$ cat src/rtl/mult_sched.sv
// Round-robin two-client scheduler and strobe sequencer for a shared shift-add multiplier.
// Optional per-client completed-job counters are enabled by defining MULT_SCHED_STATS_EN.
module mult_sched #(
    parameter int N_BITS = 4,
    parameter int CNT_W  = 3
) (
    input  logic       clk_i,
    input  logic       rst_i,
    input  logic [1:0] req_i,
    input  logic       m_i,
    output logic       sel_o,
    output logic       load_o,
    output logic       sh_o,
    output logic       ad_o,
    output logic [1:0] grant_o,
    output logic [1:0] done_o,
    output logic       busy_o
`ifdef MULT_SCHED_STATS_EN
    ,
    output logic [15:0] jobs0_o,
    output logic [15:0] jobs1_o,
    output logic        ovf_o
`endif
);

    typedef enum logic [2:0] {IDLE, LOAD, ADD, SHIFT, DONE} state_t;

    localparam logic [CNT_W-1:0] CNT_LAST = CNT_W'(N_BITS - 1);

    state_t           state_q, state_d;
    logic [CNT_W-1:0] cnt_q;
    logic             last_q;
    logic             post_done_q;
    logic [1:0]       grant_q;
    logic [1:0]       done_q;
    logic             sel_q;
    logic             load_q;
    logic             sh_q;
    logic             add_q;
    logic             busy_q;
    logic [1:0]       req_eff;
    logic             owner_d;

    // The client that just finished still holds req for one cycle after done; mask it.
    always_comb begin
        req_eff = req_i;
        if (post_done_q) begin
            req_eff = req_i & (last_q ? 2'b01 : 2'b10);
        end
        unique case (req_eff)
            2'b01:   owner_d = 1'b0;
            2'b10:   owner_d = 1'b1;
            2'b11:   owner_d = ~last_q;
            default: owner_d = last_q;
        endcase
    end

    always_comb begin
        state_d = state_q;
        unique case (state_q)
            IDLE:    state_d = (req_eff != 2'b00) ? LOAD : IDLE;
            LOAD:    state_d = ADD;
            ADD:     state_d = SHIFT;
            SHIFT:   state_d = (cnt_q == CNT_LAST) ? DONE : ADD;
            DONE:    state_d = IDLE;
            default: state_d = IDLE;
        endcase
    end

    always_ff @(posedge clk_i) begin
        if (rst_i) begin
            state_q     <= IDLE;
            cnt_q       <= '0;
            last_q      <= 1'b1;
            post_done_q <= 1'b0;
            grant_q     <= 2'b00;
            done_q      <= 2'b00;
            sel_q       <= 1'b0;
            load_q      <= 1'b0;
            sh_q        <= 1'b0;
            add_q       <= 1'b0;
            busy_q      <= 1'b0;
        end else begin
            state_q     <= state_d;
            post_done_q <= (state_q == DONE);
            load_q      <= (state_d == LOAD);
            add_q       <= (state_d == ADD);
            sh_q        <= (state_d == SHIFT);
            busy_q      <= (state_d != IDLE);
            done_q      <= (state_d == DONE) ? grant_q : 2'b00;
            unique case (state_q)
                IDLE: begin
                    if (state_d == LOAD) begin
                        grant_q <= owner_d ? 2'b10 : 2'b01;
                        sel_q   <= owner_d;
                        last_q  <= owner_d;
                    end
                end
                LOAD:    cnt_q   <= '0;
                SHIFT:   cnt_q   <= cnt_q + 1'b1;
                DONE:    grant_q <= 2'b00;
                default: ;
            endcase
        end
    end

    assign sel_o   = sel_q;
    assign load_o  = load_q;
    assign sh_o    = sh_q;
    assign ad_o    = add_q & m_i;
    assign grant_o = grant_q;
    assign done_o  = done_q;
    assign busy_o  = busy_q;

`ifdef MULT_SCHED_STATS_EN
    logic [15:0] jobs0_q;
    logic [15:0] jobs1_q;
    logic        ovf_q;

    always_ff @(posedge clk_i) begin
        if (rst_i) begin
            jobs0_q <= 16'h0000;
            jobs1_q <= 16'h0000;
            ovf_q   <= 1'b0;
        end else if (state_q == DONE) begin
            if (grant_q[0] && jobs0_q != 16'hFFFF) begin
                jobs0_q <= jobs0_q + 16'd1;
                if (jobs0_q == 16'hFFFE) ovf_q <= 1'b1;
            end
            if (grant_q[1] && jobs1_q != 16'hFFFF) begin
                jobs1_q <= jobs1_q + 16'd1;
                if (jobs1_q == 16'hFFFE) ovf_q <= 1'b1;
            end
        end
    end

    assign jobs0_o = jobs0_q;
    assign jobs1_o = jobs1_q;
    assign ovf_o   = ovf_q;
`endif

endmodule
$ cat config.mk
export PLATFORM = sky130hd
export DESIGN_NAME = mult_sched
export DESIGN_NICKNAME = d
export VERILOG_FILES = /design/src/rtl/mult_sched.sv
export SDC_FILE = /design/constraint.sdc
export NUM_CORES = 1
export LEC_CHECK = 0
export CORE_MARGIN = 5
export CORE_UTILIZATION = 48
export CTS_CLUSTER_DIAMETER = 120
export CTS_CLUSTER_SIZE = 25
export DETAILED_ROUTE_END_ITERATION = 12
export PLACE_DENSITY = 0.85
export SLEW_MARGIN = 20
export SYNTH_ARGS = -nofsm -noshare
export SYNTH_HDL_FRONTEND = slang
export SYNTH_SLANG_ARGS = --single-unit
$ cat constraint.sdc
create_clock -name clk_i -period 1.8 [get_ports clk_i]
set_input_delay 0.36 -clock clk_i [delete_from_list [all_inputs] [get_ports clk_i]]
set_output_delay 0.36 -clock clk_i [all_outputs]
set_load 0.01 [all_outputs]
---- Yosys cells after proc, flatten, opt, wreduce, memory -nomap -nowiden ----
Index checks and enable logic that the tools add are counted.
operators by class
  equal/unequal tests ..................... 13
  bitwise gates (word level) .............. 4
  add/subtract/negate cells ............... 1
  reductions and logical operators ........ 8
  multiplexer cells ....................... 10
operators by type and width
  operator                                                         count
  3-bit by 2-bit == test with 1-bit output, second input constant  5
  3-bit one-hot mux with 4 select lines                            1
  2-bit two-way mux                                                4
  3-bit by 1-bit == test with 1-bit output, second input constant  2
  3-bit == test, second input constant                             2
  3-bit one-hot mux with 2 select lines                            1
  2-bit nonzero test                                               3
  2-bit == test, second input constant                             2
  2-bit one-hot mux with 2 select lines                            1
  2-bit AND reduction                                              2
  3-bit by 1-bit adder with 3-bit output, second input constant    1
  3-bit logical NOT                                                1
  3-bit two-way mux                                                1
  1-bit one-hot mux with 3 select lines                            1
  3-bit nonzero test                                               1
  2-bit bitwise AND                                                1
  2-bit by 1-bit == test with 1-bit output, second input constant  1
  2-bit inequality test, second input constant                     1
  1-bit inverter                                                   2
  2-bit OR reduction                                               1
  1-bit bitwise AND                                                1
  1-bit two-way mux                                                1
word-level totals
  output and inout bits ................... 9
  input port bits ......................... 5
  flip-flop bits (word level) ............. 17
  logic and storage cells ................. 47

---- Logic depth before layout (Yosys ltp) ----
  depth in word-level cells ............... 9
  depth in mapped cells ................... 4

---- Worst setup path after synthesis ----
No wires, ideal clock.
  path kind ............................... reg2reg
  start point ............................. register cnt_q[0]
  end point ............................... register cnt_q[2]
  cell stages (with the launch flop) ...... 5
  library setup time ...................... 0.070 ns
  required time ........................... 1.730 ns
  arrival time ............................ 1.190 ns
  path buffers ............................ 0
  setup slack ............................. 0.540 ns
  cell sequence ........................... dfxtp_1 -> ha_1 -> ha_1 -> or3_1 -> a21oi_1
between the ends
  word-level cells in the longest chain between the ends .. 2
RTL lines
  item                                    RTL line  source
  start, declared                         31        logic [CNT_W-1:0] cnt_q;
  start signal, assigned                  100       SHIFT: cnt_q <= cnt_q + 1'b1;
  3-bit by 1-bit adder with 3-bit output  100
  3-bit one-hot mux with 2 select lines   91        unique case (state_q)
No other way between the ends.
A chain may end at the register's enable or synchronous reset.

---- Final worst setup path ----
  start point ............................. register sel_q (netlist: sel_o)
  end point ............................... output sel_o
RTL lines
  item                    RTL line  source
  start, declared         36        logic sel_q;
  start signal, assigned  95        sel_q <= owner_d;
  end, declared           11        output logic sel_o,
No word-level cell between the ends.

==> metrics.txt <==
Layout Skew=0.00290 ns; Final Setup Violations=0; drt drc=0; vias in the first global route=516; CP Capture Type=primary output; CP Data Arrival Time=1.19 ns; post-synthesis simple-gate area fraction=23.2%; hold depth=2; Worst Setup Slack, final=0.254 ns; Die Y=48.8 um; cell area after synthesis=722 um^2; Setup Buffers After CTS=0; multiplexer area fraction after synthesis=0%; setup_tns=0 ns; DIE AREA=0.00238 mm^2; Max-cap violations=0; Final GP Congestion=0.649; Nets=92; CP Capture Point=sel_o; I/O pin count=14; Reg2Reg Setup Slack=0.46 ns; Worst path top cell family by delay=buffers and inverters; Rel. slew slack=73.5%; initial antenna violation count=0; Final min period=1.55 ns; worst r2r path cells=4; static leakage=0.348 nW; status=finished clean; most frequent cells in the layout=dfxtp_1, clkdlybuf4s50_1, inv_1, nor2_1, a21oi_1; Initial DRC Count=6; clock-pin slew on the worst setup and hold paths=0.10 ns; total track usage=11.1%; Post-DRT Antenna Nets=0; DRT Wirelength=1180 um; die width=48.8 um; row count=14; via count=542; Final Max Slew Viols=0; GRT overflow=0; dpl ws=0.00472 ns; RSZ-0062 raised after global routing=false; initial core utilization=49.1%; Syn. warnings=0; clk root buf=clkbuf_4; hold slack final=0.461 ns; dpl hpwl=862 um; crit share post-route=85.9%; hold buffers post-CTS=0; Synth Area in Compound Gates=17.7%; I/O Buffers=13; HP Class=reg -> reg; EDFF count, synth=0; #FFs+latches synth=17; DRT Pass-1 Iters=2; Max VDD drop=0.552 mV; drt via density=5.42; clk_lat worst skew=0.30 ns; CP max stage cell=clkdlybuf4s50_1; async set or reset register ratio after synthesis=0%; CP peak stage delay=0.54 ns; CTS tree=done; Post-Syn Nets=77; reg2reg start=cnt_q[0]; most common cell after layout, fill and taps aside=dfxtp_1; first-pass GRT wire length=2120 um; placeable core area=0.00147 mm^2; CP Depth=1; pwr dens=835 mW/mm^2; Worst Path Max Fanout=2; CTS H-tree depth=1; register area share after synthesis=47.1%; r2r endpoint=cnt_q[2]; ys flop type=dfxtp_1; largest net degree at the start of global routing=13; Clock Path Buffers=2; WP data required=1.44 ns; CP Buf/Inv Count=1; CTS sink count=17; crit-path cells=clkdlybuf4s50_1; cts bufs inserted=3; WS Path Type=reg -> out; Netlist cell types=32; Worst setup SP type=register; Syn Area/Cell=10.3 um^2; drt wl/cell=11.8 um; CP Launch Point=sel_o; Cells after Synth=70; # diodes=0; XOR/XNOR Fraction of Synth Area=0%; post-synthesis adder-cell area fraction=3.47%; highest clock rate=0.647 GHz; Worst-Margin Slew=0.394 ns; largest family of logic cells by synthesized area=simple AND/OR/NAND/NOR gates; layout cells sized above 1=16.7%; final hold vios=0; Area growth syn-to-layout=21.1%
==> routing by layer <==
layer	wire [um]	global-route usage, %	vias up	part of all wire (%)
met3	66	3.06	5	5.6
met4	34	8.07	0	2.9
met5	0	0	-	0
met2	501	15.7	13	42
li1	-	-	280	-
met1	580	14.3	244	49
==> how the worst min path moves through the flow <==
stage | startpoint | end
finish | cnt_q[2] | cnt_q[2]
global placement | cnt_q[2] | cnt_q[2]
floorplan | cnt_q[2] | cnt_q[2]
detailed placement | cnt_q[2] | cnt_q[2]
CTS | cnt_q[2] | cnt_q[2]
global route | cnt_q[2] | cnt_q[2]
==> power breakdown <==
part	total (mW)	internal (mW)	switching [mW]	leakage (nW)
sequential	0.417	0.397	0.0205	0.139
combinational	0.104	0.0576	0.0466	0.191
clock	0.209	0.0829	0.126	0.0177
==> layout make-up <==
class                   count  area [um^2]
multi-input cells          43          320
flip-flops and latches     17          340
repair buffers             15          148
clock buffers               3         22.5
fillers                   148          597
clock inverters             1         5.00
well taps                  16         20.0
inverters                   5         18.8
==> kinds of logic (layout without fill, tap and decap cells) <==
family / after synthesis / after routing
AOI/OAI and AO/OA: 15 / 15
adders and majority gates: 2 / 2
buffers and inverters: 10 / 24
DFF: 17 / 17
and+or+nand+nor: 26 / 26
==> flip-flops by register name (all words and copies together), names as in the netlist <==
register / flops
sh_o: 1
cnt_q: 3
load_o: 1
done_o: 2
busy_o: 1
last_q: 1
post_done_q: 1
sel_o: 1
grant_o: 2
add_q: 1
state_q: 3
==> synth_stat cells, drive strengths merged, types with 2 or more instances <==
library cell / number / area (um^2)
dfxtp: 17 / 340
inv: 5 / 18.8
nor2: 5 / 18.8
a21oi: 4 / 20.0
buf: 4 / 37.5
nand2: 3 / 11.3
nor3: 3 / 26.3
nor4: 3 / 18.8
a2111oi: 2 / 30.0
a211oi: 2 / 15.0
a21boi: 2 / 18.8
ha: 2 / 25.0
or3: 2 / 12.5
==> per-stage QoR <==
step	instance area [um^2]	total power [mW]	cells	utilization (%)
floorplan	722	0.491	70	-
global placement	845	0.528	96	57.4
detailed placement	845	0.530	96	57.4
CTS	872	0.733	100	59.3
global route	875	0.764	100	59.4
finish	875	0.731	100	59.4
==> repair_timing <==
item | CTS | global route
setup endpoints to repair | 0 | 1
endpoints found under the hold margin | 0 | 0
resized for setup | 0 | 1
Note: power is estimated with default switching activity, not from simulation.
